### config.mk
export PLATFORM = sky130hd
export DESIGN_NAME = beam_delay_ctrl
export DESIGN_NICKNAME = d
export VERILOG_FILES = /design/src/rtl/beam_delay_ctrl.sv
export SDC_FILE = /design/constraint.sdc
export NUM_CORES = 1
export LEC_CHECK = 0
export ABC_AREA = 1
export BUFFER_PORTS_ARGS = -buffer_cell sky130_fd_sc_hd__buf_4
export CAP_MARGIN = 20
export CORE_MARGIN = 2
export CORE_UTILIZATION = 55
export DETAILED_ROUTE_END_ITERATION = 10
export PLACE_DENSITY = 0.86
export RECOVER_POWER = 25
export SETUP_SLACK_MARGIN = 0.05
export SLEW_MARGIN = 10
export SYNTH_ARGS = -nofsm -noshare
export SYNTH_HDL_FRONTEND = slang
export SYNTH_SLANG_ARGS = --single-unit
### constraint.sdc
create_clock -name clk -period 3.6 [get_ports clk]
set_input_delay 0.36 -clock clk [delete_from_list [all_inputs] [get_ports clk]]
set_output_delay 0.36 -clock clk [all_outputs]
set_load 0.005 [all_outputs]
### src/rtl/beam_delay_ctrl.sv
// ---------------------------------------------------------------------------
// beam_delay_ctrl
//
// Delay-line controller for one beamformer channel. Incoming ADC samples are
// written into an external single-port RAM that is used as a circular buffer.
// For every sample written, the sample written DELAY samples earlier is read
// back and handed to the summing stage. The RAM has one address port and a
// combinational read, so each sample takes a WRITE cycle followed by a READ
// cycle. This gives a best case of one sample every three clocks.
//
// Ports
//   clk            system clock, everything on the rising edge
//   reset          synchronous active-high reset
//   sample_in      incoming ADC sample
//   sample_valid   sample_in is valid this cycle
//   ready          controller can accept a sample this cycle
//   delay          requested delay in samples, latched when a sample is taken
//   ram_address    RAM address
//   ram_in         RAM write data
//   ram_WE         RAM write enable
//   ram_out        RAM combinational read data
//   delayed_out    delayed sample for the summing stage (held between strobes)
//   delayed_valid  one-cycle strobe, delayed_out has just been updated
//   overflow       sticky flag, a sample was offered while ready was low
// ---------------------------------------------------------------------------
module beam_delay_ctrl #(
  parameter int ADDR_W = 8,
  parameter int DATA_W = 16
) (
  input  logic              clk,
  input  logic              reset,
  input  logic [DATA_W-1:0] sample_in,
  input  logic              sample_valid,
  output logic              ready,
  input  logic [ADDR_W-1:0] delay,
  output logic [ADDR_W-1:0] ram_address,
  output logic [DATA_W-1:0] ram_in,
  output logic              ram_WE,
  input  logic [DATA_W-1:0] ram_out,
  output logic [DATA_W-1:0] delayed_out,
  output logic              delayed_valid,
  output logic              overflow
);

  typedef enum logic [1:0] {
    IDLE,
    WRITE,
    READ
  } state_t;

  // Fill count saturates at the buffer depth. It needs one more bit than the
  // address so that a completely full buffer can be told apart from an empty one.
  localparam logic [ADDR_W:0] FULL = {1'b1, {ADDR_W{1'b0}}};

  state_t            state;
  logic [ADDR_W-1:0] wr_ptr;
  logic [ADDR_W-1:0] d_reg;
  logic [ADDR_W:0]   fill;

  // The controller accepts a sample only in IDLE. While reset is held, ready is
  // forced low so that no upstream stage sees a handshake.
  assign ready = (state == IDLE) && !reset;

  // Main controller FSM. The RAM control outputs are registered and are set up
  // one edge ahead of the state they belong to.
  // - On acceptance, ram_in latches the sample. It is the only copy of the
  //   sample that the controller needs.
  // - Leaving WRITE, the read address is computed as wr_ptr - d_reg. This
  //   subtraction wraps naturally modulo the buffer depth.
  // - Leaving READ, the address already points at the next write slot.
  always_ff @(posedge clk) begin
    if (reset) begin
      state         <= IDLE;
      wr_ptr        <= '0;
      d_reg         <= '0;
      fill          <= '0;
      overflow      <= 1'b0;
      delayed_out   <= '0;
      delayed_valid <= 1'b0;
      ram_WE        <= 1'b0;
      ram_address   <= '0;
      ram_in        <= '0;
    end else begin
      delayed_valid <= 1'b0;
      unique case (state)
        IDLE: begin
          ram_address <= wr_ptr;
          if (sample_valid) begin
            ram_in <= sample_in;
            d_reg  <= delay;
            ram_WE <= 1'b1;
            state  <= WRITE;
          end
        end
        WRITE: begin
          if (sample_valid) begin
            overflow <= 1'b1;
          end
          if (fill != FULL) begin
            fill <= fill + 1'b1;
          end
          ram_WE      <= 1'b0;
          ram_address <= wr_ptr - d_reg;
          state       <= READ;
        end
        READ: begin
          if (sample_valid) begin
            overflow <= 1'b1;
          end
          // Until the buffer holds more than d_reg samples, the slot being read
          // has never been written for this stream, so zero is returned.
          if (fill > {1'b0, d_reg}) begin
            delayed_out <= ram_out;
          end else begin
            delayed_out <= '0;
          end
          delayed_valid <= 1'b1;
          wr_ptr        <= wr_ptr + ADDR_W'(1);
          ram_address   <= wr_ptr + ADDR_W'(1);
          state         <= IDLE;
        end
        default: begin
          state <= IDLE;
        end
      endcase
    end
  end

endmodule
Word level (Yosys, flattened, before mapping)
Index checks and enable logic that the tools add are counted.
- register bits: 70
- input port bits: 43
- output and inout port bits: 44
- $add $sub $neg: 3
- magnitude comparators: 1
- eq/ne operators: 4
- muxes and demuxes: 7
- reductions and logical operators: 10
- operator list (kind ; number):
    $pmux 8 s3 ; 1
    $mux 16 ; 1
    $add 9x1->9 const B ; 1
    $gt 9x8->1 ; 1
    $ne 9x9->1 const B ; 1
    $add 8x1->8 const B ; 1
    $reduce_and 2->1 ; 4
    $sub 8x8->8 ; 1
    $pmux 2 s2 ; 1
    $reduce_bool 3->1 ; 1
    $eq 2x1->1 const B ; 1
    $eq 2x2->1 const B ; 1
    $logic_not 2->1 ; 1
    $mux 1 ; 2
    $mux 2 ; 1
    $ne 2x2->1 const B ; 1
    $pmux 1 s2 ; 1
    $reduce_bool 2->1 ; 1
    $reduce_or 2->1 ; 1
    $logic_and 1x1->1 ; 1
    $logic_not 1->1 ; 1

Depth between registers and ports, before layout
Gate-level depths: netlist of run 1.
- depth in word-level cells: 3
- depth in mapped cells: 13
- gate-level depth less buffers: 13

Worst setup path before layout of run 1
OpenSTA, ideal clock, no wires.
- kind: flip-flop to flip-flop
- start: register wr_ptr[0]
- end: register ram_address[6]
- library setup time: 70 ps
- arrival: 1515 ps
- required time: 3530 ps
- setup slack: 2015 ps
- cell stages (with the launch flop): 14
- clock period less this slack: 1585 ps
- cell sequence: dfxtp_1 > inv_1 > ha_1 > inv_1 > fa_1 > nand3_1 > nand2_1 > nand2_1 > nand2_1 > nand2_1 > nand3_1 > nand2_1 > nand2_1 > a21oi_1
- longest elaborated chain between the ends: 2
- ends and longest elaborated chain (item ; line ; text):
    start, declared ; 56 ; logic [ADDR_W-1:0] wr_ptr;
    start signal, assigned ; 118 ; wr_ptr <= wr_ptr + ADDR_W'(1);
    $add 8x1->8 / $sub 8x8->8 (equally long branches) ; 119, 103 ;
    $pmux 8 s3 (*) ; 85 ; unique case (state)
    end signal, assigned ; 87 ; ram_address <= wr_ptr;
    end signal, assigned ; 103 ; ram_address <= wr_ptr - d_reg;
    end signal, assigned ; 119 ; ram_address <= wr_ptr + ADDR_W'(1);
    end, declared ; 36 ; output logic [ADDR_W-1:0] ram_address,
Every way passes the cells marked *; elsewhere a longest branch is shown, timed or not.
A chain may end at the register's enable or synchronous reset.

Final worst setup path of run 1
- start: register state[0]
- end: register ram_WE
- longest elaborated chain between the ends: 3
- ends and longest elaborated chain (item ; line ; text):
    start, declared ; 55 ; state_t state;
    start signal, assigned ; 73 ; state <= IDLE;
    start signal, assigned ; 92 ; state <= WRITE;
    start signal, assigned ; 104 ; state <= READ;
    $eq 2x1->1 / $logic_not 2->1 (equally long branches) ; 85 ;
    $reduce_bool 2->1 (no line) / $ne 2x2->1 (equally long branches) ; - ;
    $reduce_and 2->1 (no line) ; - ;
    end signal, assigned ; 80 ; ram_WE <= 1'b0;
    end signal, assigned ; 91 ; ram_WE <= 1'b1;
    end signal, assigned ; 102 ; ram_WE <= 1'b0;
    end, declared ; 38 ; output logic ram_WE,
Several ways; a longest one is shown, not always the timed one.

==> flow_summary.yaml, run 1 <==
route:
  antenna_left: 0
  drt_iter0_drc: 204
  vias_per_cell: 5.380
  wire_per_inst_um: 13.06
  routed.top_layer: "met4"
  vias: 3465
  drc: 0
  wl_met2_um: 3962
  first_pass_iters: 5
  wl_met1_um: 3658
  wl_met3_um: 622
  finalWirelength_um: 8412
cts:
  cts_sinks: 70
  cts_buffers: 9
  path_clk_slew_ns: 0.07
  htreeDepth: 3
  insertion_delay_ns: 0.35
  cts_root_buf: "clkbuf_8"
  clockBufferDepth: 2
  holdBufCountCts: 0
  cts_tree: "built"
  ctsResizeCount: 0
  post_cts_buffers: 0
floorplanning:
  fp.dieH_um: 84.58
  initial_utilization_pct: 56.56
  fp-row-count: 29
  die_area_um2: 7153
  core_area_um2: 6314
  fp.dieW_um: 84.58
  ios: 87
global_routing:
  grt_pass1_wl_um: 14200
  antenna_found_initial: 0
  grt_usage_pct: 24.38
  grt_max_degree: 37
  grt.overflow.total: 0
  grt_pass1_vias: 3360
min_path:
  hp-class: "primary input to flop"
  whs_path_depth: 2
sta:
  tns_ns: 0
  maxSlewHeadroom_pct: 40.61
  min_period_over_period_pct: 70.47
  fin_ws_ns: 1.063
  hold_slack_ns: 0.2353
  finalSetupViolations: 0
  hold_violations: 0
  skew_ns: 0.01506
  worst_pin_slew_ns: 0.8887
  rsz0062_at_grt: "false"
  drv_slew: 0
  max_freq_mhz: 394.2
  finalCriticalPeriod_ns: 2.537
power:
  internal-power_w: 0.001320
  power_w: 0.001837
  vdd_drop_max_v: 0.0002682
  pwr-share-clk_pct: 35.0
  swShare_pct: 28.13
  cellLeakagePower_nw: 1.926
  power.density_nw_per_um2: 421.1
  switchingPower_w: 0.0005169
  combPwrFrac_pct: 19.0
  pwr-share-seq_pct: 46.0
logic_synthesis:
  synth.yosys.seq_area_share_pct: 39.24
  synth_warnings: 0
  syn_inst: 485
  ys_types: 31
  syn_area_um2: 3571
  syn_avg_cell_area_um2: 7.363
  ys_ff_latch: 70
  synthArstFlopShare_pct: 0
  ys.flop_type: "dfxtp_1"
  synth-edff-count: 0
  syn_nets: 551
layout:
  stdcell_count: 644
  n_fill_cell: 525
  antennaDiodeCount: 0
  final_common_cell: "nand2_1"
  layout-drive-gt1-share_pct: 19.22
  multi_input_area_um2: 1848
  final_cell_mix: "nand2_1 (105), dfxtp_1 (70), a21oi_1 (61)"
  top_regs: "delayed_out (16), ram_in (16), fill (9)"
  nNetsFinal: 629
  area_growth_pct: 22.18
  regArea_um2: 1401
placed_design:
  placement.io_buffers: 86
  dp_cells: 629
  dpl_worst_slack_ns: 1.086
  dp_hpwl_um: 5994
  place_congestion: 0.8402
setup_path:
  start_kind: "flop"
  ff2ff_path_depth: 6
  cp_num_cells: 6
  path_buf_inv: 2
  cpMaxStageDelayCell: "nand2_1"
  worst_ep_arrival_time_ns: 2.78
  worstSetupEndpointType: "flop"
  crit_fanout: 32
  crit_required_ns: 3.85
  max_stage_delay_ns: 0.66
  crit_path_cell_trace: "inv_1 -> ha_1 -> nand2_1 -> clkinv_1 -> o21ai_0 -> nor2_1"
  path_delay_family: "buffers and inverters"
  crit_type: "flop to flop"
status:
  status: "finished clean"
flow_run:
  max_cap_viol_count: 0
stage by stage:
| step | area (µm²) | utilization, % |
|---|---|---|
| 2_1_floorplan | 3571 | - |
| 3_3_place_gp | 4164 | 65.95 |
| 3_5_place_dp | 4164 | 65.95 |
| 4_1_cts | 4363 | 69.10 |
| 5_1_grt | 4363 | 69.10 |
| 6_report | 4363 | 69.10 |
power groups by stage:
stage	sequential, W	clock, W	combinational (W)
detailed placement	0.000861	0	0.000348
finish	0.000845	0.000643	0.000349
floorplan	0.000860	0	0.000233
global placement	0.000861	0	0.000336
CTS	0.000845	0.000647	0.000351
global route	0.000850	0.000685	0.000396
per-layer routing:
metal  global-route usage, %  up-vias
met3                   6.588       16
met4                   9.957        0
met2                   42.52      140
met1                   28.19     1567
li1                        -     1742
met5                       0        -
kinds of logic (layout without fill, tap and decap cells):
family	after synthesis	in the layout	share of synthesized area, %
compound gates	109	109	15.49
xor+xnor	9	9	2.207
fa+ha+maj	23	23	8.269
buf+inv	64	146	9.005
flops	70	70	39.24
simple gates	210	210	25.79
worst paths after layout:
kind | slack [ns] | from | to
setup / recovery | 1.06 | state[0] | ram_WE
hold / removal | 0.24 | sample_valid | state[0]
setup reg to reg | 1.06 | state[0] | ram_WE
hold reg to reg | 0.47 | delayed_out[8] | delayed_out[8]
final cells by class:
cell class                 count  area share [%]
clock buffer                  12           3.556
tap                           77           2.208
clock inverter                 3           1.004
multi-input combinational    351           42.36
timing repair buffer          87           14.97
inverter                      44           3.785
sequential                    70           32.12
cells in the mapped netlist, drive strengths merged (2+ instances only):
cell / number / area [µm²]
nor2: 60 / 225.2
xor2: 4 / 35.03
nand2: 105 / 394.1
nand3b: 16 / 120.1
nor4: 2 / 12.51
o21ai: 44 / 220.2
a21oi: 61 / 305.3
inv: 43 / 161.4
nor3: 7 / 46.30
or2: 2 / 12.51
nand3: 16 / 85.08
clkbuf: 16 / 120.1
dfxtp: 70 / 1401
buf: 3 / 27.52
xnor2: 5 / 43.79
ha: 22 / 275.3
nand4: 2 / 25.02
No activity file was read; power rests on OpenSTA's default activity.
==> inputs of run 2 (changes only) <==
ABC_AREA = 0   (was 1)
CORE_UTILIZATION = 52   (was 55)
PLACE_DENSITY = 0.83   (was 0.86)
clock period = 2.36 ns   (was 3.6 ns; I/O delays follow)
==> run 2 against run 1 <==
Effect of this change: synthesized cell count down 20%; die area down 2.3%; critical path depth up 1; critical endpoint is now delayed_out[11]; fmax up 19%; combinational power up 25%; clock skew down 0.0040 ns; synthesized area down 7.7%; sequential cell count unchanged; global-route usage down 1.5 points; via count down 14%; critical path type unchanged; sequential share of layout area up 1.2 points; final area down 3.7%.
==> flow_summary.yaml, run 2 <==
cts:
  cts_sinks: 70
  cts_tree: "built"
  htreeDepth: 3
  insertion_delay_ns: 0.35
  clockBufferDepth: 2
  post_cts_buffers: 0
  cts_buffers: 9
  path_clk_slew_ns: 0.08
  cts_root_buf: "clkbuf_8"
layout:
  antennaDiodeCount: 0
  final_cell_mix: "dfxtp_1 (70), buf_4 (66), nand2_1 (63)"
  top_regs: "delayed_out (16), ram_in (16), fill (9)"
  area_growth_pct: 27.45
  design_area_um2: 4200
  nNetsFinal: 535
  layout-drive-gt1-share_pct: 24.68
  final_common_cell: "dfxtp_1"
floorplanning:
  fp-row-count: 29
  die_area_um2: 6991
  initial_utilization_pct: 52.81
  ios: 87
  fp.dieW_um: 83.61
  fp.dieH_um: 83.61
  core_area_um2: 6241
placed_design:
  place_congestion: 0.8164
  placement.io_buffers: 86
  dp_hpwl_um: 5494
  placed_area_um2: 4005
power:
  cellLeakagePower_nw: 1.819
  switchingPower_w: 0.0007341
  pwr-share-clk_pct: 36.2
  combPwrFrac_pct: 16.3
  swShare_pct: 27.46
  vdd_drop_max_v: 0.0004834
  power.density_nw_per_um2: 636.5
  internal-power_w: 0.001940
  pwr-share-seq_pct: 47.5
logic_synthesis:
  synth-edff-count: 0
  ys_ff_latch: 70
  synthArstFlopShare_pct: 0
  synth.yosys.seq_area_share_pct: 42.52
  synth_area_leaders: "dfxtp_1 (43%), ha_1 (8.4%), nand2_1 (7.2%)"
  syn_area_um2: 3296
  synth.largest_area_cell: "dfxtp_1"
  synth_warnings: 0
  syn_inst: 386
  yosysMostFrequentCell: "dfxtp_1"
  synth_common_cells: "dfxtp_1 (70), nand2_1 (63), a21oi_1 (42), nor2_1 (28), ha_1 (22)"
  ys_types: 45
  syn_nets: 452
  synth_top_area_share_pct: 42.52
  ys.flop_type: "dfxtp_1"
  syn_avg_cell_area_um2: 8.538
setup_path:
  start_kind: "flop"
  crit_required_ns: 2.65
  ff2ff_path_depth: 7
  worst_ep_arrival_time_ns: 2.42
  worstSetupEndpointType: "flop"
  crit_fanout: 16
  reg2reg_to: "delayed_out[11]"
  reg2reg_from: "d_reg[7]"
  crit_type: "flop to flop"
  rrSetupSlack_ns: 0.23
min_path:
  whs_path_depth: 2
  hp-start: "ram_out[0]"
  min_to: "delayed_out[0]"
  hp-class: "primary input to flop"
sta:
  finalCriticalPeriod_ns: 2.131
  max_freq_mhz: 469.2
  tns_ns: 0
  skew_ns: 0.01101
  hold_violations: 0
  finalSetupViolations: 0
  hold_slack_ns: 0.09897
  worst_pin_slew_ns: 1.015
  maxSlewHeadroom_pct: 32.07
  drv_slew: 0
  rsz0062_at_grt: "false"
  min_period_over_period_pct: 90.32
global_routing:
  grt_usage_pct: 22.91
  grt.overflow.total: 0
  antenna_found_initial: 0
  grt_pass1_vias: 2913
  grt_max_degree: 38
  grt_pass1_wl_um: 13010
route:
  antenna_left: 0
  finalWirelength_um: 7628
  vias_per_cell: 5.432
  vias: 2993
  first_pass_iters: 5
  drc: 0
  wire_per_inst_um: 13.84
  drt_iter0_drc: 160
flow_run:
  max_cap_viol_count: 0
status:
  status: "finished clean"
run 2: cell count changes after synthesis, moves of 5 or more:
cell	change
inv_1	-22
nor2_1	-32
xor2_1	+10
clkbuf_8	-6
nand4_1	+7
nand2_1	-42
nand3b_1	-14
a22o_1	+16
clkbuf_1	+8
a21oi_1	-19
or3_1	+5
o21ai_0	-28
a221oi_1	+7
run 2: cell type report:
type                    instances  area, µm²
flip-flops and latches         70       1401
multi-input cells             275       1735
well taps                      77      96.34
inverters                      19      71.32
repair buffers                 94      698.2
clock inverters                 7      73.82
fillers                       519       2041
clock buffers                   9      123.9
run 2: worst max-delay path: stages (launching register included):
cell and delay, ns:
dfxtp_1 0.37, inv_1 0.06, ha_1 0.31, and4b_1 0.22
nand3_1 0.09, o21bai_1 0.17, a21oi_2 0.60, a22o_1 0.25
run 2: layer usage:
layer | part of all wire, % | wire length [µm] | vias up | GRT usage (%)
met2 | 50 | 3814 | 82 | 37.67
met5 | 0 | 0 | - | 0
li1 | - | - | 1510 | -
met3 | 5.6 | 428 | 6 | 6.924
met1 | 43 | 3311 | 1395 | 28.26
met4 | 0.97 | 74 | 0 | 8.798
run 2: logic make-up (layout without fill, tap and decap cells):
group           count (synthesis)  count (layout)  share of synthesized area, %
buf+inv                        41             129                         4.973
compound gates                 95              95                         18.79
mux                             4               4                         1.291
fa+ha+maj                      23              23                         8.960
simple gates                  137             137                         19.21
xor+xnor                       16              16                         4.252
flops                          70              70                         42.52
run 2: stage by stage:
step	power (W)	utilization (%)	setup slack, ns	std cells
after floorplan	0.001549	-	0.3529	386
after global placement	0.001722	64.17	0.2801	535
after detailed placement	0.001736	64.17	0.2295	535
after CTS	0.002698	67.34	0.2247	551
after global routing	0.002806	67.30	0.05954	551
final	0.002674	67.30	0.2286	551
run 2: worst max-delay path by stage:
stage,from,end,slack [ns]
finish,d_reg[7],delayed_out[11],0.23
global route,d_reg[7],delayed_out[11],0.06
CTS,d_reg[7],delayed_out[12],0.22
floorplan,d_reg[7],delayed_out[10],0.35
detailed placement,d_reg[7],delayed_out[5],0.23
global placement,d_reg[7],delayed_out[0],0.28
run 2: timing repair:
| action | CTS | global route |
|---|---|---|
| endpoints found under the setup margin | 0 | 1 |
| hold buffers | 0 | 0 |
| resized for setup | 0 | 1 |
run 2: power by group through the flow:
stage	registers [W]	clock network (W)	logic (W)
detailed placement	0.00130	0	0.000436
CTS	0.00127	0.000987	0.000439
floorplan	0.00130	0	0.000251
global route	0.00128	0.00104	0.000490
global placement	0.00130	0	0.000425
finish	0.00127	0.000968	0.000435
